**src/rtl/multicycle_controller.sv**
```systemverilog
// ---------------------------------------------------------------------------
// multicycle_controller
//
// Purpose:
//   Main control FSM for the multicycle RV32I core. Sequences fetch, decode,
//   execute, memory and writeback for lw, sw, R-type ALU, I-type ALU, beq and
//   jal. The shared instruction/data memory uses a req/ready handshake. A
//   cycle with mem_ready low holds the FSM in its current state.
//
// Optional feature (compile-time macro ILLEGAL_INSTR_TRAP_EN):
//   defined   : an unknown opcode in DECODE enters TRAP. TRAP keeps every
//               strobe low and raises illegal_instr. It stays there until
//               reset.
//   undefined : an unknown opcode returns to FETCH as a NOP. TRAP is
//               unreachable and illegal_instr is tied low.
//
// Ports:
//   clk           in   core clock, rising edge
//   rst_n         in   asynchronous active-low reset
//   instr[31:0]   in   instruction register contents
//   zero          in   ALU zero flag
//   mem_ready     in   memory completes the current access this cycle
//   mem_req       out  memory access request
//   mem_write     out  request is a store
//   adr_src       out  address select (0 PC, 1 result)
//   ir_write      out  instruction register load
//   pc_en         out  PC register enable
//   reg_write     out  register file write enable
//   result_src    out  result mux (00 ALUOut, 01 mem data, 10 ALU result)
//   alu_src_a     out  ALU A select (00 PC, 01 old PC, 10 rd1)
//   alu_src_b     out  ALU B select (00 rd2, 01 imm, 10 constant 4)
//   alu_ctrl      out  ALU op (000 add, 001 sub, 010 and, 011 or, 101 slt)
//   imm_src       out  immediate format (00 I, 01 S, 10 B, 11 J)
//   illegal_instr out  sitting in TRAP (feature build only)
//   state_dbg     out  current state encoding
// ---------------------------------------------------------------------------
module multicycle_controller #(
  parameter int unsigned RESET_STATE_W = 4
) (
  input  logic                     clk,
  input  logic                     rst_n,
  input  logic [31:0]              instr,
  input  logic                     zero,
  input  logic                     mem_ready,
  output logic                     mem_req,
  output logic                     mem_write,
  output logic                     adr_src,
  output logic                     ir_write,
  output logic                     pc_en,
  output logic                     reg_write,
  output logic [1:0]               result_src,
  output logic [1:0]               alu_src_a,
  output logic [1:0]               alu_src_b,
  output logic [2:0]               alu_ctrl,
  output logic [1:0]               imm_src,
  output logic                     illegal_instr,
  output logic [RESET_STATE_W-1:0] state_dbg
);

  typedef enum logic [RESET_STATE_W-1:0] {
    S_FETCH    = RESET_STATE_W'(0),
    S_DECODE   = RESET_STATE_W'(1),
    S_MEMADR   = RESET_STATE_W'(2),
    S_MEMREAD  = RESET_STATE_W'(3),
    S_MEMWB    = RESET_STATE_W'(4),
    S_MEMWRITE = RESET_STATE_W'(5),
    S_EXECUTER = RESET_STATE_W'(6),
    S_EXECUTEI = RESET_STATE_W'(7),
    S_ALUWB    = RESET_STATE_W'(8),
    S_BEQ      = RESET_STATE_W'(9),
    S_JAL      = RESET_STATE_W'(10),
    S_TRAP     = RESET_STATE_W'(11)
  } state_t;

  localparam logic [6:0] OP_LW    = 7'b0000011;
  localparam logic [6:0] OP_SW    = 7'b0100011;
  localparam logic [6:0] OP_RTYPE = 7'b0110011;
  localparam logic [6:0] OP_ITYPE = 7'b0010011;
  localparam logic [6:0] OP_BEQ   = 7'b1100011;
  localparam logic [6:0] OP_JAL   = 7'b1101111;

  localparam logic [2:0] ALU_ADD = 3'b000;
  localparam logic [2:0] ALU_SUB = 3'b001;
  localparam logic [2:0] ALU_AND = 3'b010;
  localparam logic [2:0] ALU_OR  = 3'b011;
  localparam logic [2:0] ALU_SLT = 3'b101;

  state_t     r_state;
  state_t     w_next_state;

  logic [6:0] w_opcode;
  logic [2:0] w_funct3;
  logic       w_funct7b5;
  logic [2:0] w_alu_op_r;
  logic [2:0] w_alu_op_i;
  logic [1:0] w_imm_dec;
  logic       w_unused_instr;

  assign w_opcode   = instr[6:0];
  assign w_funct3   = instr[14:12];
  assign w_funct7b5 = instr[30];

  // Register fields and upper immediate bits belong to the datapath.
  assign w_unused_instr = ^{instr[31], instr[29:15], instr[11:7]};

  // ALU operation decode. The I-type path never selects sub, because bit 30
  // of an I-type instruction is part of the immediate.
  always_comb begin
    w_alu_op_r = ALU_ADD;
    w_alu_op_i = ALU_ADD;
    unique case (w_funct3)
      3'b000: begin
        w_alu_op_r = w_funct7b5 ? ALU_SUB : ALU_ADD;
        w_alu_op_i = ALU_ADD;
      end
      3'b010: begin
        w_alu_op_r = ALU_SLT;
        w_alu_op_i = ALU_SLT;
      end
      3'b110: begin
        w_alu_op_r = ALU_OR;
        w_alu_op_i = ALU_OR;
      end
      3'b111: begin
        w_alu_op_r = ALU_AND;
        w_alu_op_i = ALU_AND;
      end
      default: begin
        w_alu_op_r = ALU_ADD;
        w_alu_op_i = ALU_ADD;
      end
    endcase
  end

  // Immediate format follows the opcode in every state.
  always_comb begin
    w_imm_dec = 2'b00;
    unique case (w_opcode)
      OP_SW:   w_imm_dec = 2'b01;
      OP_BEQ:  w_imm_dec = 2'b10;
      OP_JAL:  w_imm_dec = 2'b11;
      default: w_imm_dec = 2'b00;
    endcase
  end

  // State register
  always_ff @(posedge clk or negedge rst_n) begin
    if (!rst_n) begin
      r_state <= S_FETCH;
    end else begin
      r_state <= w_next_state;
    end
  end

  // Next-state logic
  always_comb begin
    w_next_state = r_state;
    unique case (r_state)
      S_FETCH: begin
        if (mem_ready) w_next_state = S_DECODE;
      end
      S_DECODE: begin
        unique case (w_opcode)
          OP_LW, OP_SW: w_next_state = S_MEMADR;
          OP_RTYPE:     w_next_state = S_EXECUTER;
          OP_ITYPE:     w_next_state = S_EXECUTEI;
          OP_BEQ:       w_next_state = S_BEQ;
          OP_JAL:       w_next_state = S_JAL;
`ifdef ILLEGAL_INSTR_TRAP_EN
          default:      w_next_state = S_TRAP;
`else
          default:      w_next_state = S_FETCH;
`endif
        endcase
      end
      S_MEMADR: begin
        w_next_state = (w_opcode == OP_SW) ? S_MEMWRITE : S_MEMREAD;
      end
      S_MEMREAD: begin
        if (mem_ready) w_next_state = S_MEMWB;
      end
      S_MEMWRITE: begin
        if (mem_ready) w_next_state = S_FETCH;
      end
      S_MEMWB, S_ALUWB, S_BEQ: begin
        w_next_state = S_FETCH;
      end
      S_EXECUTER, S_EXECUTEI, S_JAL: begin
        w_next_state = S_ALUWB;
      end
      S_TRAP: begin
`ifdef ILLEGAL_INSTR_TRAP_EN
        w_next_state = S_TRAP;
`else
        w_next_state = S_FETCH;
`endif
      end
      default: begin
        w_next_state = S_FETCH;
      end
    endcase
  end

  // Output logic. Every output is also gated by rst_n. Asserting reset then
  // drops the strobes in the same instant, without waiting for a clock edge.
  always_comb begin
    mem_req       = 1'b0;
    mem_write     = 1'b0;
    adr_src       = 1'b0;
    ir_write      = 1'b0;
    pc_en         = 1'b0;
    reg_write     = 1'b0;
    result_src    = 2'b00;
    alu_src_a     = 2'b00;
    alu_src_b     = 2'b00;
    alu_ctrl      = ALU_ADD;
    imm_src       = 2'b00;
    illegal_instr = 1'b0;
    if (rst_n) begin
      imm_src = w_imm_dec;
      unique case (r_state)
        S_FETCH: begin
          mem_req    = 1'b1;
          alu_src_b  = 2'b10;
          result_src = 2'b10;
          ir_write   = mem_ready;
          pc_en      = mem_ready;
        end
        S_DECODE: begin
          alu_src_a = 2'b01;
          alu_src_b = 2'b01;
        end
        S_MEMADR: begin
          alu_src_a = 2'b10;
          alu_src_b = 2'b01;
        end
        S_MEMREAD: begin
          mem_req = 1'b1;
          adr_src = 1'b1;
        end
        S_MEMWRITE: begin
          mem_req   = 1'b1;
          mem_write = 1'b1;
          adr_src   = 1'b1;
        end
        S_MEMWB: begin
          result_src = 2'b01;
          reg_write  = 1'b1;
        end
        S_EXECUTER: begin
          alu_src_a = 2'b10;
          alu_ctrl  = w_alu_op_r;
        end
        S_EXECUTEI: begin
          alu_src_a = 2'b10;
          alu_src_b = 2'b01;
          alu_ctrl  = w_alu_op_i;
        end
        S_ALUWB: begin
          reg_write = 1'b1;
        end
        S_BEQ: begin
          alu_src_a = 2'b10;
          alu_ctrl  = ALU_SUB;
          pc_en     = zero;
        end
        S_JAL: begin
          alu_src_a = 2'b01;
          alu_src_b = 2'b10;
          pc_en     = 1'b1;
        end
        S_TRAP: begin
`ifdef ILLEGAL_INSTR_TRAP_EN
          illegal_instr = 1'b1;
`endif
        end
        default: begin
        end
      endcase
    end
  end

  assign state_dbg = rst_n ? r_state : '0;

endmodule

```
**config.mk**
```make
export PLATFORM = sky130hd
export DESIGN_NAME = multicycle_controller
export DESIGN_NICKNAME = d
export VERILOG_FILES = /design/src/rtl/multicycle_controller.sv
export SDC_FILE = /design/constraint.sdc
export NUM_CORES = 1
export LEC_CHECK = 0
export CORE_MARGIN = 1.5
export CORE_UTILIZATION = 30
export DETAILED_ROUTE_END_ITERATION = 6
export PLACE_DENSITY_LB_ADDON = 0.3
export SLEW_MARGIN = 10
export SYNTH_ARGS = -nofsm -noshare
export SYNTH_HDL_FRONTEND = slang
export SYNTH_SLANG_ARGS = --single-unit
```
**constraint.sdc**
```tcl
create_clock -name clk -period 1.6 [get_ports clk]
set_input_delay 0.4 -clock clk [delete_from_list [all_inputs] [get_ports clk]]
set_output_delay 0.4 -clock clk [all_outputs]
set_load 0.01 [all_outputs]
```
==> results.tsv, run 1 <==
metric	value	unit
rsz0062_at_grt	true	
routed_wl	3310	um
coreArea	1940	sq um
firstDrtPassIters	5	
hold_viol_final	0	
max_clock_freq	513	MHz
drtIter0Drc	28	
worstPathCellList	buf_6 -> nor2_4 -> a21oi_2 -> nor4_2 -> o21a_1 -> buf_2	
grtUsageMet2	50.0	%
power_frac_comb	65.0	%
numCtsBuffers	3	
io_pins	58	
drcViolationCount	0	
drive_above_1_share	67.1	%
postPlaceCellArea	1200	sq um
synth_compound_area_share	27.3	%
worstPathArrival	1.55	ns
min_period	1.95	ns
synth_cell_type_count	31	
syn-num-nets	132	
skew	0.000650	ns
yosys.area_share.simple	42.9	%
p_per_area	497	nW/um^2
wl_per_cell	16.6	um
synthArstFlopShare	100	%
stdcell_area	1500	sq um
cp_max_fo	6	
grt-ovfl-total	0	
clock_latency	0.24	ns
io_buffers	35	
ir_drop	0.425	mV
p_leak	0.735	nW
regToRegSetupSlack	0.03	ns
intPower	0.000456	W
place_ws	-0.811	ns
synth_enable_flop_cells	0	
cpMaxStageDelayCell	dfrtp_2	
netSwitchingFraction	39.1	%
r2r_cells	5	
grt-busiest-layer	met2	
htree_levels	1	
routed_via_density	5.40	
initial_core_util	31.6	%
dieArea	2320	sq um
detail-route-antenna-nets	0	
status	finished, violations left	
synth_top_cell_area_share	16.3	%
switching_power	0.000292	W
synth_area	613	sq um
yosys.area.top_type	dfrtp_1	
finalNonFillerCells	200	
r2r-end	r_state[0]	
clock-root-buffer	clkbuf_4	
regMostFlops	r_state	
critPathLaunchType	flop	
synthFlopType	dfrtp_1	
clk_pin_slew	0.04	ns
grt_max_degree	8	
hold_class	primary input to async pin	
final_nets	211	
reg.largest.list	r_state (4)	
required	1.20	ns
end_kind	output pin	
setup_violations	15	
setup_slack	-0.349	ns
r2r_start	r_state[1]	
violations	setup timing	
grt_pass1_wl	4170	um
max_cap_violations	0	
hold_buffers	0	
slew_viol_final	0	
muxShareOfSynthArea	0	%
rows	16	
dpl.cell_count	182	
post-route-period-util	122	%
insertedDiodeCount	0	
cts_sinks	4	
area_growth	145	%
p_clk_share	18.2	%
die_w	48.2	um
share_seq_of_total_power	16.8	%
fin_hold_ws	0.294	ns
yosysSeqAreaShare	16.3	%
cts_tree	yes	
critPathMaxStageDelay	0.45	ns
yosys-top-cells-area	dfrtp_1, nor2_1, nand2b_1, nor3_1, a21oi_1	
place_hpwl	1740	um
gp_congestion	0.883	
grt_pass1_vias	1009	
use_met1	23.5	%
clockBufferDepth	2	
synth-seq-cells	4	
largest_reg_flops	4	
synth_cells	96	
num_vias	1080	
syn_avg_cell_area	6.39	sq um
antenna_found_initial	0	
die_y	48.2	um
use_met3	2.96	%
critPathKind	flop to output pin	
synth-xor-area-share	4.29	%
grt_usage	24.9	%
synthAdderAreaFrac	0	%
yosys_warnings	0	
synth_top_family_by_area	simple AND/OR/NAND/NOR gates	
cell usage after synthesis, types with 2 or more instances:
library cell,instances
nand3_1,2
o21ai_0,5
o21a_1,3
and2_1,4
nor2_1,12
xnor2_1,2
and3_1,3
nor3_1,8
buf_2,3
dfrtp_1,4
inv_1,5
a211oi_1,4
nand2_1,6
nor2b_1,3
nand2b_1,7
a21oi_1,7
clkbuf_1,3
nor4_1,2
through the flow:
step	setup TNS, ns	util (%)	power, W
CTS	-2.50	70.2	0.000636
global placement	-14.16	61.6	0.000441
global route	-4.06	77.4	0.000783
finish	-3.30	77.4	0.000748
detailed placement	-14.80	61.6	0.000448
floorplan	0	-	0.000253
final cells by class:
| type | instances | area, sq um |
|---|---|---|
| timing repair buffer | 81 | 628 |
| tap | 27 | 33.8 |
| sequential | 4 | 105 |
| clock buffer | 3 | 22.5 |
| fill | 133 | 438 |
| inverter | 5 | 18.8 |
| multi-input combinational | 80 | 696 |
layer usage:
metal / routed length (um) / vias to the layer above
met2: 1860 / 47
met4: 80 / 0
li1: - / 490
met3: 156 / 10
met1: 1220 / 533
met5: 0 / -
critical path: cells and delay by family, from the launching register on:
| family | cells | cell delay (ns) |
|---|---|---|
| buffers and inverters | 2 | 0.26 |
| AND/OR/NAND/NOR | 2 | 0.36 |
| AO/OA/AOI/OAI | 2 | 0.22 |
| flip-flops | 1 | 0.45 |
worst max-delay path by stage:
stage,cells after the start,from,to
floorplan,4,r_state[0],ir_write
global placement,6,mem_ready,pc_en
detailed placement,5,instr[3],imm_src[0]
CTS,6,r_state[0],alu_ctrl[0]
global route,6,r_state[0],ir_write
finish,6,r_state[0],alu_ctrl[0]
cells in the final DEF, fill, tap and decap left out, types with 2 or more instances in the layout:
cell	n
dlygate4sd2_1	4
nand2_1	4
inv_1	5
a21oi_2	3
nor3_2	3
xnor2_2	2
clkbuf_2	3
nand2b_4	4
clkbuf_4	3
a211oi_1	3
nor3_1	2
clkdlybuf4s15_2	2
o21a_1	3
buf_6	14
dfrtp_2	4
nor4_2	2
and2_1	3
a21oi_1	3
nand3_2	2
nor2_1	9
nor3_4	3
nand2_4	2
buf_4	35
nor2_4	3
nand2b_1	2
and3_1	3
buf_2	20
o21ai_0	4
nor2b_4	2
clkdlybuf4s50_1	2
logic make-up (layout without fill, tap and decap cells):
logic type,count (synthesis),count (layout)
compound gates,26,26
flops,4,4
simple gates,50,50
buf+inv,12,89
xor+xnor,3,3
other cells,1,1
power by group through the flow:
stage / sequential (W) / combinational [W] / clock [W]
final: 0.000125 / 0.000486 / 0.000136
after global routing: 0.000126 / 0.000513 / 0.000144
after CTS: 0.000124 / 0.000389 / 0.000123
after detailed placement: 0.000126 / 0.000323 / 0
after global placement: 0.000126 / 0.000315 / 0
after floorplan: 0.000118 / 0.000136 / 0
timing repair:
item	4_1_cts	5_1_grt
buffers inserted	10	7
cloned	0	0
setup endpoints to repair	22	22
pin swaps	24	17
resized for setup	148	38
hold endpoints to repair	0	0
(Power assumes the default switching activity.)
==> run 2: changes to the inputs <==
--- a/config.mk
+++ b/config.mk
@@ -9,7 +9,7 @@
 export CORE_UTILIZATION = 30
 export DETAILED_ROUTE_END_ITERATION = 6
 export PLACE_DENSITY_LB_ADDON = 0.3
-export SLEW_MARGIN = 10
+export SLEW_MARGIN = 5
 export SYNTH_ARGS = -nofsm -noshare
 export SYNTH_HDL_FRONTEND = slang
 export SYNTH_SLANG_ARGS = --single-unit
==> results of run 2 <==
No change in the layout: final DEF, timing and power equal those of run 1.
==> run 3: changes to the inputs <==
--- a/config.mk
+++ b/config.mk
@@ -8,7 +8,7 @@
 export CORE_MARGIN = 1.5
 export CORE_UTILIZATION = 30
 export DETAILED_ROUTE_END_ITERATION = 6
-export PLACE_DENSITY_LB_ADDON = 0.3
+export PLACE_DENSITY = 0.89
 export SLEW_MARGIN = 5
 export SYNTH_ARGS = -nofsm -noshare
 export SYNTH_HDL_FRONTEND = slang
==> run 3 against run 2 <==
  * The run still ends with setup timing left
  * Wire length rose by 12%
  * Critical endpoint is now ir_write
  * Total power barely moved
  * Via count rose by 9.3%
  * Worst hold slack better by 0.15 ns
  * Clock power down 8%
  * Global-route usage up 4.5 points
  * Final cell count up 4.5%
  * Register-to-register slack worse by 0.02 ns
  * Clock skew is 0.0011 ns higher
==> results.tsv, run 3 (synthesis gave the netlist of run 1 again) <==
metric	value	unit	change
status	finished, violations left		unchanged
violations	setup timing		unchanged
cp_max_fo	4		was 6
num_vias	1180		was 1,080
coreArea	1940	sq um	unchanged
die_y	48.2	um	unchanged
grt_usage	29.4	%	was 24.9%
min_period	1.90	ns	was 1.95 ns
skew	0.00172	ns	was 0.000650 ns
most-common-layout-cells	buf_4, buf_2, buf_6		unchanged
cts_tree	yes		unchanged
routed_via_density	5.65		was 5.40
rsz0062_at_grt	true		unchanged
max_clock_freq	525	MHz	was 513 MHz
power	0.000748	W	about the same
place_hpwl	1800	um	was 1740 um
grt-ovfl-total	0		unchanged
final_nets	220		was 211
io_buffers	35		unchanged
drtIter0Drc	22		was 28
hold_viol_final	0		unchanged
clock-root-buffer	clkbuf_4		unchanged
antenna_found_initial	0		unchanged
post-route-period-util	119	%	was 122%
layout_commonest_cell	buf_4		unchanged
max_cap_violations	0		unchanged
clk_pin_slew	0.04	ns	about the same
place_ws	-0.798	ns	was -0.811 ns
cts_sinks	4		unchanged
p_per_area	477	nW/um^2	was 497 nW/um^2
p_leak	0.785	nW	was 0.735 nW
drcViolationCount	0		unchanged
setup_violations	17		was 15
gp_congestion	0.864		was 0.883
clock_latency	0.23	ns	was 0.24 ns
dieArea	2320	sq um	unchanged
htree_levels	1		unchanged
insertedDiodeCount	0		unchanged
critPathLaunchType	flop		unchanged
multi_input_area	698	sq um	was 696 sq um
hold_class	primary input to async pin		unchanged
regMostFlops	r_state		unchanged
die_w	48.2	um	unchanged
io_pins	58		unchanged
firstDrtPassIters	4		was 5
final-seq-area	105	sq um	unchanged
reg.largest.list	r_state (4)		unchanged
initial_core_util	31.6	%	unchanged
detail-route-antenna-nets	0		unchanged
fill_cells	132		was 133
critPathKind	flop to output pin		unchanged
largest_reg_flops	4		unchanged
grt_pass1_wl	4680	um	was 4170 um
ir_drop	0.317	mV	was 0.425 mV
required	1.20	ns	about the same
end_kind	output pin		unchanged
hold_buffers	0		unchanged
clockBufferDepth	2		unchanged
grt_pass1_vias	1137		was 1,009
grt_max_degree	8		unchanged
routed_wl	3700	um	was 3310 um
area_growth	156	%	was 145%
rows	16		unchanged
slew_viol_final	0		unchanged
wl_per_cell	17.7	um	was 16.6 um
setup_slack	-0.305	ns	was -0.349 ns
worstPathArrival	1.50	ns	was 1.55 ns
drive_above_1_share	68.7	%	was 67.1%
numCtsBuffers	3		unchanged
## run 3: cell type report
class                   count  area share, %
inverters                   5           1.20
well taps                  27           2.15
flip-flops and latches      4           6.69
multi-input cells          80           44.5
clock buffers               3           1.43
repair buffers             90           44.1
## run 3: repair_timing
action                     CTS  global route
buffers inserted            19             3
gates resized for setup    158            29
cloned                       0             0
setup endpoints to repair   22            23
pin swaps                   22            10
## run 3: stage by stage
| stage | util, % | hold slack (ns) | cells | setup TNS (ns) | instance area, sq um |
|---|---|---|---|---|---|
| after floorplan | - | 0.104 | 96 | 0 | 613 |
| after global placement | 62.4 | 0.648 | 184 | -14.10 | 1210 |
| after detailed placement | 62.4 | 0.657 | 184 | -14.86 | 1210 |
| after CTS | 76.6 | 0.387 | 206 | -2.48 | 1490 |
| after global routing | 80.9 | 0.457 | 209 | -3.98 | 1570 |
| final | 80.9 | 0.446 | 209 | -3.23 | 1570 |
## run 3: worst max-delay path, cell delays in order, from the launching register on
cell and delay (ns):
dfrtp_2 0.42, buf_6 0.14, buf_4 0.15, nor2_4 0.13, nand2_4 0.09, nor4_4 0.15, buf_2 0.18
## run 3: routing by layer
metal	up-vias	GRT usage (%)	routed length, um
met3	30	7.41	236
met4	0	16.2	209
li1	514	-	-
met5	-	0	0
met1	562	25.3	1210
met2	74	59.5	2050
## run 3: final timing paths
check	depth (start not counted)	slack (ns)	startpoint	to
hold / removal	4	0.45	rst_n	r_state[0]
setup reg to reg	6	0.01	r_state[0]	r_state[0]
setup / recovery	6	-0.30	r_state[0]	ir_write
hold reg to reg	3	0.73	r_state[3]	r_state[0]
max in group asynchronous	4	1.04	rst_n	r_state[1]
min in group clk	5	0.73	instr[5]	r_state[0]
## run 3: power by group
group | internal (W) | switching [W]
combinational | 0.000267 | 0.000234
sequential | 0.000110 | 0.0000126
clock | 0.0000839 | 0.0000408
total | 0.000461 | 0.000288
